<file path="src/rtl/wb_port_arbiter_pkg.sv">
`default_nettype none
// +----------------------------------------------------------------------+
// | wb_port_arbiter_pkg : shared types for the writeback port arbiter    |
// | rev 1.0                                                              |
// +----------------------------------------------------------------------+
package wb_port_arbiter_pkg;

  typedef enum logic [0:0] {
    NORMAL = 1'b0,
    DRAIN  = 1'b1
  } wb_arb_state_e;

  typedef struct packed {
    logic        we;
    logic [4:0]  waddr;
    logic [63:0] wdata;
  } rf_wr_t;

  typedef struct packed {
    logic [4:0]  rd;
    logic [63:0] data;
  } mdu_entry_t;

endpackage
`default_nettype wire

</file>
<file path="src/rtl/wb_result_fifo.sv">
`default_nettype none
// +----------------------------------------------------------------------+
// | wb_result_fifo : MDU result queue exposing per-slot valid and rd     |
// | rev 1.0                                                              |
// +----------------------------------------------------------------------+
module wb_result_fifo
  import wb_port_arbiter_pkg::*;
#(
  parameter int DEPTH = 4
) (
  input  logic                     clk,
  input  logic                     rst,
  input  logic                     push,
  input  logic [4:0]               push_rd,
  input  logic [63:0]              push_data,
  input  logic                     pop,
  output logic [4:0]               head_rd,
  output logic [63:0]              head_data,
  output logic [$clog2(DEPTH):0]   count,
  output logic [DEPTH-1:0]         entry_valid,
  output logic [DEPTH*5-1:0]       entry_rd
);

  localparam int AW = $clog2(DEPTH);

  mdu_entry_t          mem [DEPTH];
  logic [AW-1:0]       wr_ptr;
  logic [AW-1:0]       rd_ptr;
  logic [AW:0]         count_q;
  logic [DEPTH-1:0]    valid_q;
  logic [DEPTH-1:0]    valid_next;

  // Slot validity is tracked explicitly so pending-rd decode needs no pointer math.
  always_comb begin
    valid_next = valid_q;
    if (pop)  valid_next[rd_ptr] = 1'b0;
    if (push) valid_next[wr_ptr] = 1'b1;
  end

  always_ff @(posedge clk or negedge rst) begin
    if (!rst) begin
      wr_ptr  <= '0;
      rd_ptr  <= '0;
      count_q <= '0;
      valid_q <= '0;
    end else begin
      valid_q <= valid_next;
      if (push) wr_ptr <= wr_ptr + 1'b1;
      if (pop)  rd_ptr <= rd_ptr + 1'b1;
      if (push && !pop)      count_q <= count_q + 1'b1;
      else if (pop && !push) count_q <= count_q - 1'b1;
    end
  end

  always_ff @(posedge clk) begin
    if (push) mem[wr_ptr] <= '{rd: push_rd, data: push_data};
  end

  assign head_rd     = mem[rd_ptr].rd;
  assign head_data   = mem[rd_ptr].data;
  assign count       = count_q;
  assign entry_valid = valid_q;

  generate
    for (genvar i = 0; i < DEPTH; i++) begin : g_entry_rd
      assign entry_rd[i*5 +: 5] = mem[i].rd;
    end
  endgenerate

endmodule
`default_nettype wire

</file>
<file path="src/rtl/wb_port_arbiter.sv">
`default_nettype none
// +----------------------------------------------------------------------+
// | wb_port_arbiter : register-file write port shared by pipeline & MDU  |
// | rev 1.0                                                              |
// +----------------------------------------------------------------------+
module wb_port_arbiter
  import wb_port_arbiter_pkg::*;
#(
  parameter int DEPTH        = 4,
  parameter int STARVE_LIMIT = 4
) (
  input  logic                     clk,
  input  logic                     rst,
  input  logic                     pipe_valid,
  input  logic                     pipe_rd_en,
  input  logic [4:0]               pipe_rd,
  input  logic [63:0]              pipe_result,
  output logic                     pipe_stall,
  input  logic                     mdu_valid,
  output logic                     mdu_ready,
  input  logic [4:0]               mdu_rd,
  input  logic [63:0]              mdu_result,
  output logic                     rf_we,
  output logic [4:0]               rf_waddr,
  output logic [63:0]              rf_wdata,
  output logic [31:0]              mdu_pending,
  output logic [$clog2(DEPTH):0]   mdu_count
);

  localparam int                CW          = $clog2(DEPTH);
  localparam int                SW          = $clog2(STARVE_LIMIT + 1);
  localparam logic [CW:0]       FULL_COUNT  = (CW+1)'(DEPTH);
  localparam logic [SW-1:0]     STARVE_LAST = SW'(STARVE_LIMIT - 1);

  wb_arb_state_e     state;
  logic [SW-1:0]     starve;
  rf_wr_t            rf;
  logic              rf_from_mdu;

  logic              pipe_req;
  logic              fifo_empty;
  logic              push;
  logic              pop;
  logic              starve_hit;
  logic [4:0]        head_rd;
  logic [63:0]       head_data;
  logic [DEPTH-1:0]  entry_valid;
  logic [DEPTH*5-1:0] entry_rd;

  assign pipe_stall = (state == DRAIN);
  assign pipe_req   = pipe_valid & pipe_rd_en & (pipe_rd != 5'd0) & ~pipe_stall;
  assign fifo_empty = (mdu_count == '0);
  assign mdu_ready  = (mdu_count != FULL_COUNT);
  // x0 results are handshaken but never stored.
  assign push       = mdu_valid & mdu_ready & (mdu_rd != 5'd0);
  assign pop        = ~fifo_empty & (pipe_stall | ~pipe_req);
  assign starve_hit = ~fifo_empty & ~pop & (starve == STARVE_LAST);

  wb_result_fifo #(
    .DEPTH (DEPTH)
  ) u_fifo (
    .clk         (clk),
    .rst         (rst),
    .push        (push),
    .push_rd     (mdu_rd),
    .push_data   (mdu_result),
    .pop         (pop),
    .head_rd     (head_rd),
    .head_data   (head_data),
    .count       (mdu_count),
    .entry_valid (entry_valid),
    .entry_rd    (entry_rd)
  );

  always_ff @(posedge clk or negedge rst) begin
    if (!rst) begin
      state       <= NORMAL;
      starve      <= '0;
      rf          <= '0;
      rf_from_mdu <= 1'b0;
    end else begin
      case (state)
        NORMAL:  if (starve_hit) state <= DRAIN;
        DRAIN:   state <= NORMAL;
        default: state <= NORMAL;
      endcase

      if (fifo_empty || pop) starve <= '0;
      else                   starve <= starve + 1'b1;

      rf.we       <= pipe_req | pop;
      rf_from_mdu <= pop;
      if (pipe_req) begin
        rf.waddr <= pipe_rd;
        rf.wdata <= pipe_result;
      end else if (pop) begin
        rf.waddr <= head_rd;
        rf.wdata <= head_data;
      end
    end
  end

  assign rf_we    = rf.we;
  assign rf_waddr = rf.waddr;
  assign rf_wdata = rf.wdata;

  // A register stays pending until its MDU write has actually landed.
  always_comb begin
    mdu_pending = '0;
    for (int i = 0; i < DEPTH; i++) begin
      if (entry_valid[i]) mdu_pending[entry_rd[i*5 +: 5]] = 1'b1;
    end
    if (rf.we && rf_from_mdu) mdu_pending[rf.waddr] = 1'b1;
  end

endmodule
`default_nettype wire

</file>
<file path="config.mk">
export PLATFORM = sky130hd
export DESIGN_NAME = wb_port_arbiter
export DESIGN_NICKNAME = d
export VERILOG_FILES = /design/src/rtl/wb_port_arbiter_pkg.sv /design/src/rtl/wb_result_fifo.sv /design/src/rtl/wb_port_arbiter.sv
export SDC_FILE = /design/constraint.sdc
export NUM_CORES = 1
export LEC_CHECK = 0
export ABC_AREA = 1
export CORE_MARGIN = 5
export CORE_UTILIZATION = 55
export CTS_BUF_LIST = sky130_fd_sc_hd__clkbuf_4 sky130_fd_sc_hd__clkbuf_8 sky130_fd_sc_hd__clkbuf_16
export CTS_CLUSTER_DIAMETER = 200
export DETAILED_ROUTE_END_ITERATION = 8
export HOLD_SLACK_MARGIN = 0.05
export MAX_ROUTING_LAYER = met4
export PLACE_DENSITY = 0.88
export SETUP_SLACK_MARGIN = 0.3
export SLEW_MARGIN = 20
export SYNTH_ARGS = -nofsm -noshare
export SYNTH_HDL_FRONTEND = slang
export SYNTH_SLANG_ARGS = --single-unit
</file>
<file path="constraint.sdc">
create_clock -name clk -period 5.8 [get_ports clk]
set_input_delay 1.16 -clock clk [delete_from_list [all_inputs] [get_ports clk]]
set_output_delay 1.16 -clock clk [all_outputs]
set_load 0.02 [all_outputs]
</file>
==> metrics.cfg <==
[run_status]
status=finished clean

[sta]
max_slew_margin=0.276
timing.hold.ws_ns=0.437
fmax_mhz=247
skew_ns=0.0262
finalHoldViolations=0
fin_crit_ns=4.05
finalWorstSetupSlack_ns=1.75
finalSetupTns_ns=0
slew_violations=0
post-route-period-util=0.697
setup_violations=0
worstMarginPinSlew_ns=1.08
grt_setup_unrepaired=no

[clock_tree]
root_buffer=clkbuf_16
clk_path_buf_depth=3
cts-resized-gates=0
post_cts_buffers=0
hold_buffers=0
cts_max_level=2
clkSinkCount=362
insertion_delay_ns=0.53
cts_made_buffers=37
clk_pin_slew_ns=0.06
cts_tree=done

[yosys]
syn_area_per_cell_um2=10.0
synth.distinct_cells=28
syn-num-nets=1750
ys_seq_area_frac=0.655
yosys_warnings=0
netlist_area_um2=16000
synth-seq-cells=362
post_synth_inst_count=1595

[pwr]
swShare=0.381
p_clk_frac=0.242
p_int_uw=6260
p_leak_uw=0.00783
p_seq_frac=0.385
pwr-share-comb=0.373
power_density_nw_per_um2=507
ir_drop_v=0.000297
switchingPower_uw=3860

[global_routing]
grt.total_usage=0.287
grt_overflow_total=0
grt_max_degree=101
grt_pass1_wl_mm=72.1
grt_pass1_vias=12844
antenna_found_initial=5

[layout]
fin_cells=2238
drive_above_1_share=0.0541
fillers=1999
multi_input_area_um2=4900
seq_area_um2=10400
fin_util=0.696
area_growth_pct=25.3
nNetsFinal=1974

[setup_path]
cp_max_fo=5
start_kind=flop
worstSetupEndpointType=primary output
worstSetupPathType=flop to primary output
reg2reg_to=rf_wdata[32]$_DFFE_PN0P_
reg2reg_depth=8
arrival_ns=2.89
reg2reg_slack_ns=2.84
worst_ep_required_time_ns=4.64
r2r-start=u_fifo.rd_ptr[0]$_DFFE_PN0P_

[place]
post-place-cells=2163
portBuffers=249
dp_hpwl_mm=29.8
pre_cts_ws_ns=1.78
gp_congestion=0.938

[floorplan]
pin_count=250
row_count=62
initial_core_util=0.556
die_y_um=180
coreArea_um2=28700
die_x_um=180
dieArea_um2=32500

[routing]
wl_per_cell_um=20.8
via_count=13073
totalWireLength_mm=46.6
drt_iter0_drc=1463
ant_nets=0
drc=0
first_pass_iters=6
routed_via_density=5.84

[run]
drv_cap=0

[min_path]
hp-start=starve[0]$_DFF_PN0_
min_path_type=flop to flop
holdPathStages=1
whs_endpoint=starve[0]$_DFF_PN0_

-- cells by family after synthesis --
group / synth area share
xor+xnor: 0.00220
fa+ha+maj: 0.00988
compound gates: 0.0548
flops: 0.655
buf+inv: 0.0399
simple gates: 0.239
-- sequential cells by signal, indices dropped and copies added (netlist names) --
| name | count |
|---|---|
| rf_wdata | 64 |
| starve | 3 |
| u_fifo.count | 3 |
| u_fifo.entry_valid | 4 |
| u_fifo.mem | 276 |
| rf_waddr | 5 |
| u_fifo.wr_ptr | 2 |
| u_fifo.rd_ptr | 2 |
| rf_from_mdu | 1 |
| pipe_stall | 1 |
| rf_we | 1 |
-- worst max-delay path, cell delays in order, from the launching register on --
cell             delay, ns
dfrtp_1               0.48
inv_1                 0.13
nand2_1               0.06
nor2_1                0.42
inv_1                 0.23
nor2_1                0.15
a21oi_1               0.07
nand3_1               0.18
clkdlybuf4s50_1       0.65
-- cell usage after synthesis (all sizes together) --
master  count  area, um2
nor2      142        536
a21oi      42        210
fa          1       20.0
dfrtp      86       2150
buf        52        292
a22oi       1       7.51
inv        63        236
edfxtp    276       8290
xor2        2       17.5
nand3     262       1310
o21ai     131        656
xnor2       2       17.5
ha         11        138
and2        2       12.5
nand3b      1       7.51
nor3       32        176
nand4      14       87.6
clkbuf     29        109
nand2     446       1680
-- metal layers --
metal  global-route usage  wire length (um)
met5                    -                 0
met4               0.0817              1410
met3               0.0499              4210
met2                0.465             22700
met1                0.378             18300
-- power groups by stage --
| stage | Combinational (uW) | Clock, uW | Sequential (uW) |
|---|---|---|---|
| 6_report | 3780 | 2450 | 3900 |
| 5_1_grt | 4110 | 2560 | 3960 |
| 2_1_floorplan | 1990 | 0 | 4130 |
| 4_1_cts | 3750 | 2450 | 3890 |
| 3_3_place_gp | 3600 | 0 | 3900 |
| 3_5_place_dp | 3710 | 0 | 3930 |
-- per-stage QoR --
step                total power, uW  instance area (um2)
floorplan                      6120                16000
global placement               7500                18700
detailed placement             7640                18700
CTS                           10100                19900
global route                  10600                20000
finish                        10100                20000
-- cell usage in the layout, fill, tap and decap left out, drive strengths merged, types with 3 or more instances in the layout --
cell type	netlist	routed
a21oi	42	42
buf	52	18
bufinv	0	4
clkbuf	29	48
clkdlybuf4s50	0	248
clkinv	0	15
clkinvlp	0	3
dfrtp	86	86
diode	0	7
edfxtp	276	276
ha	11	11
inv	63	60
nand2	446	446
nand3	262	262
nand4	14	14
nor2	142	142
nor3	32	32
o21ai	131	131
-- layout make-up --
type	count	area share
diodes	7	0.000876
clock buffers	48	0.0523
clock inverters	19	0.0108
inverters	63	0.0123
multi-input cells	1089	0.245
flip-flops and latches	362	0.523
well taps	384	0.0240
repair buffers	266	0.132
-- how the worst max path moves through the flow --
stage,startpoint,endpoint,slack [ns],cells after the start
after floorplan,mdu_valid,u_fifo.mem[0][0]$_DFFE_PP_,2.48,5
after global placement,pipe_valid,rf_waddr[0]$_DFFE_PN0P_,1.78,7
after detailed placement,pipe_rd[2],rf_waddr[3]$_DFFE_PN0P_,1.78,8
after CTS,rf_waddr[0]$_DFFE_PN0P_,mdu_pending[9],1.64,5
after global routing,rf_waddr[0]$_DFFE_PN0P_,mdu_pending[10],1.62,8
final,rf_waddr[0]$_DFFE_PN0P_,mdu_pending[10],1.75,8
No activity file was read; power rests on OpenSTA's default activity.
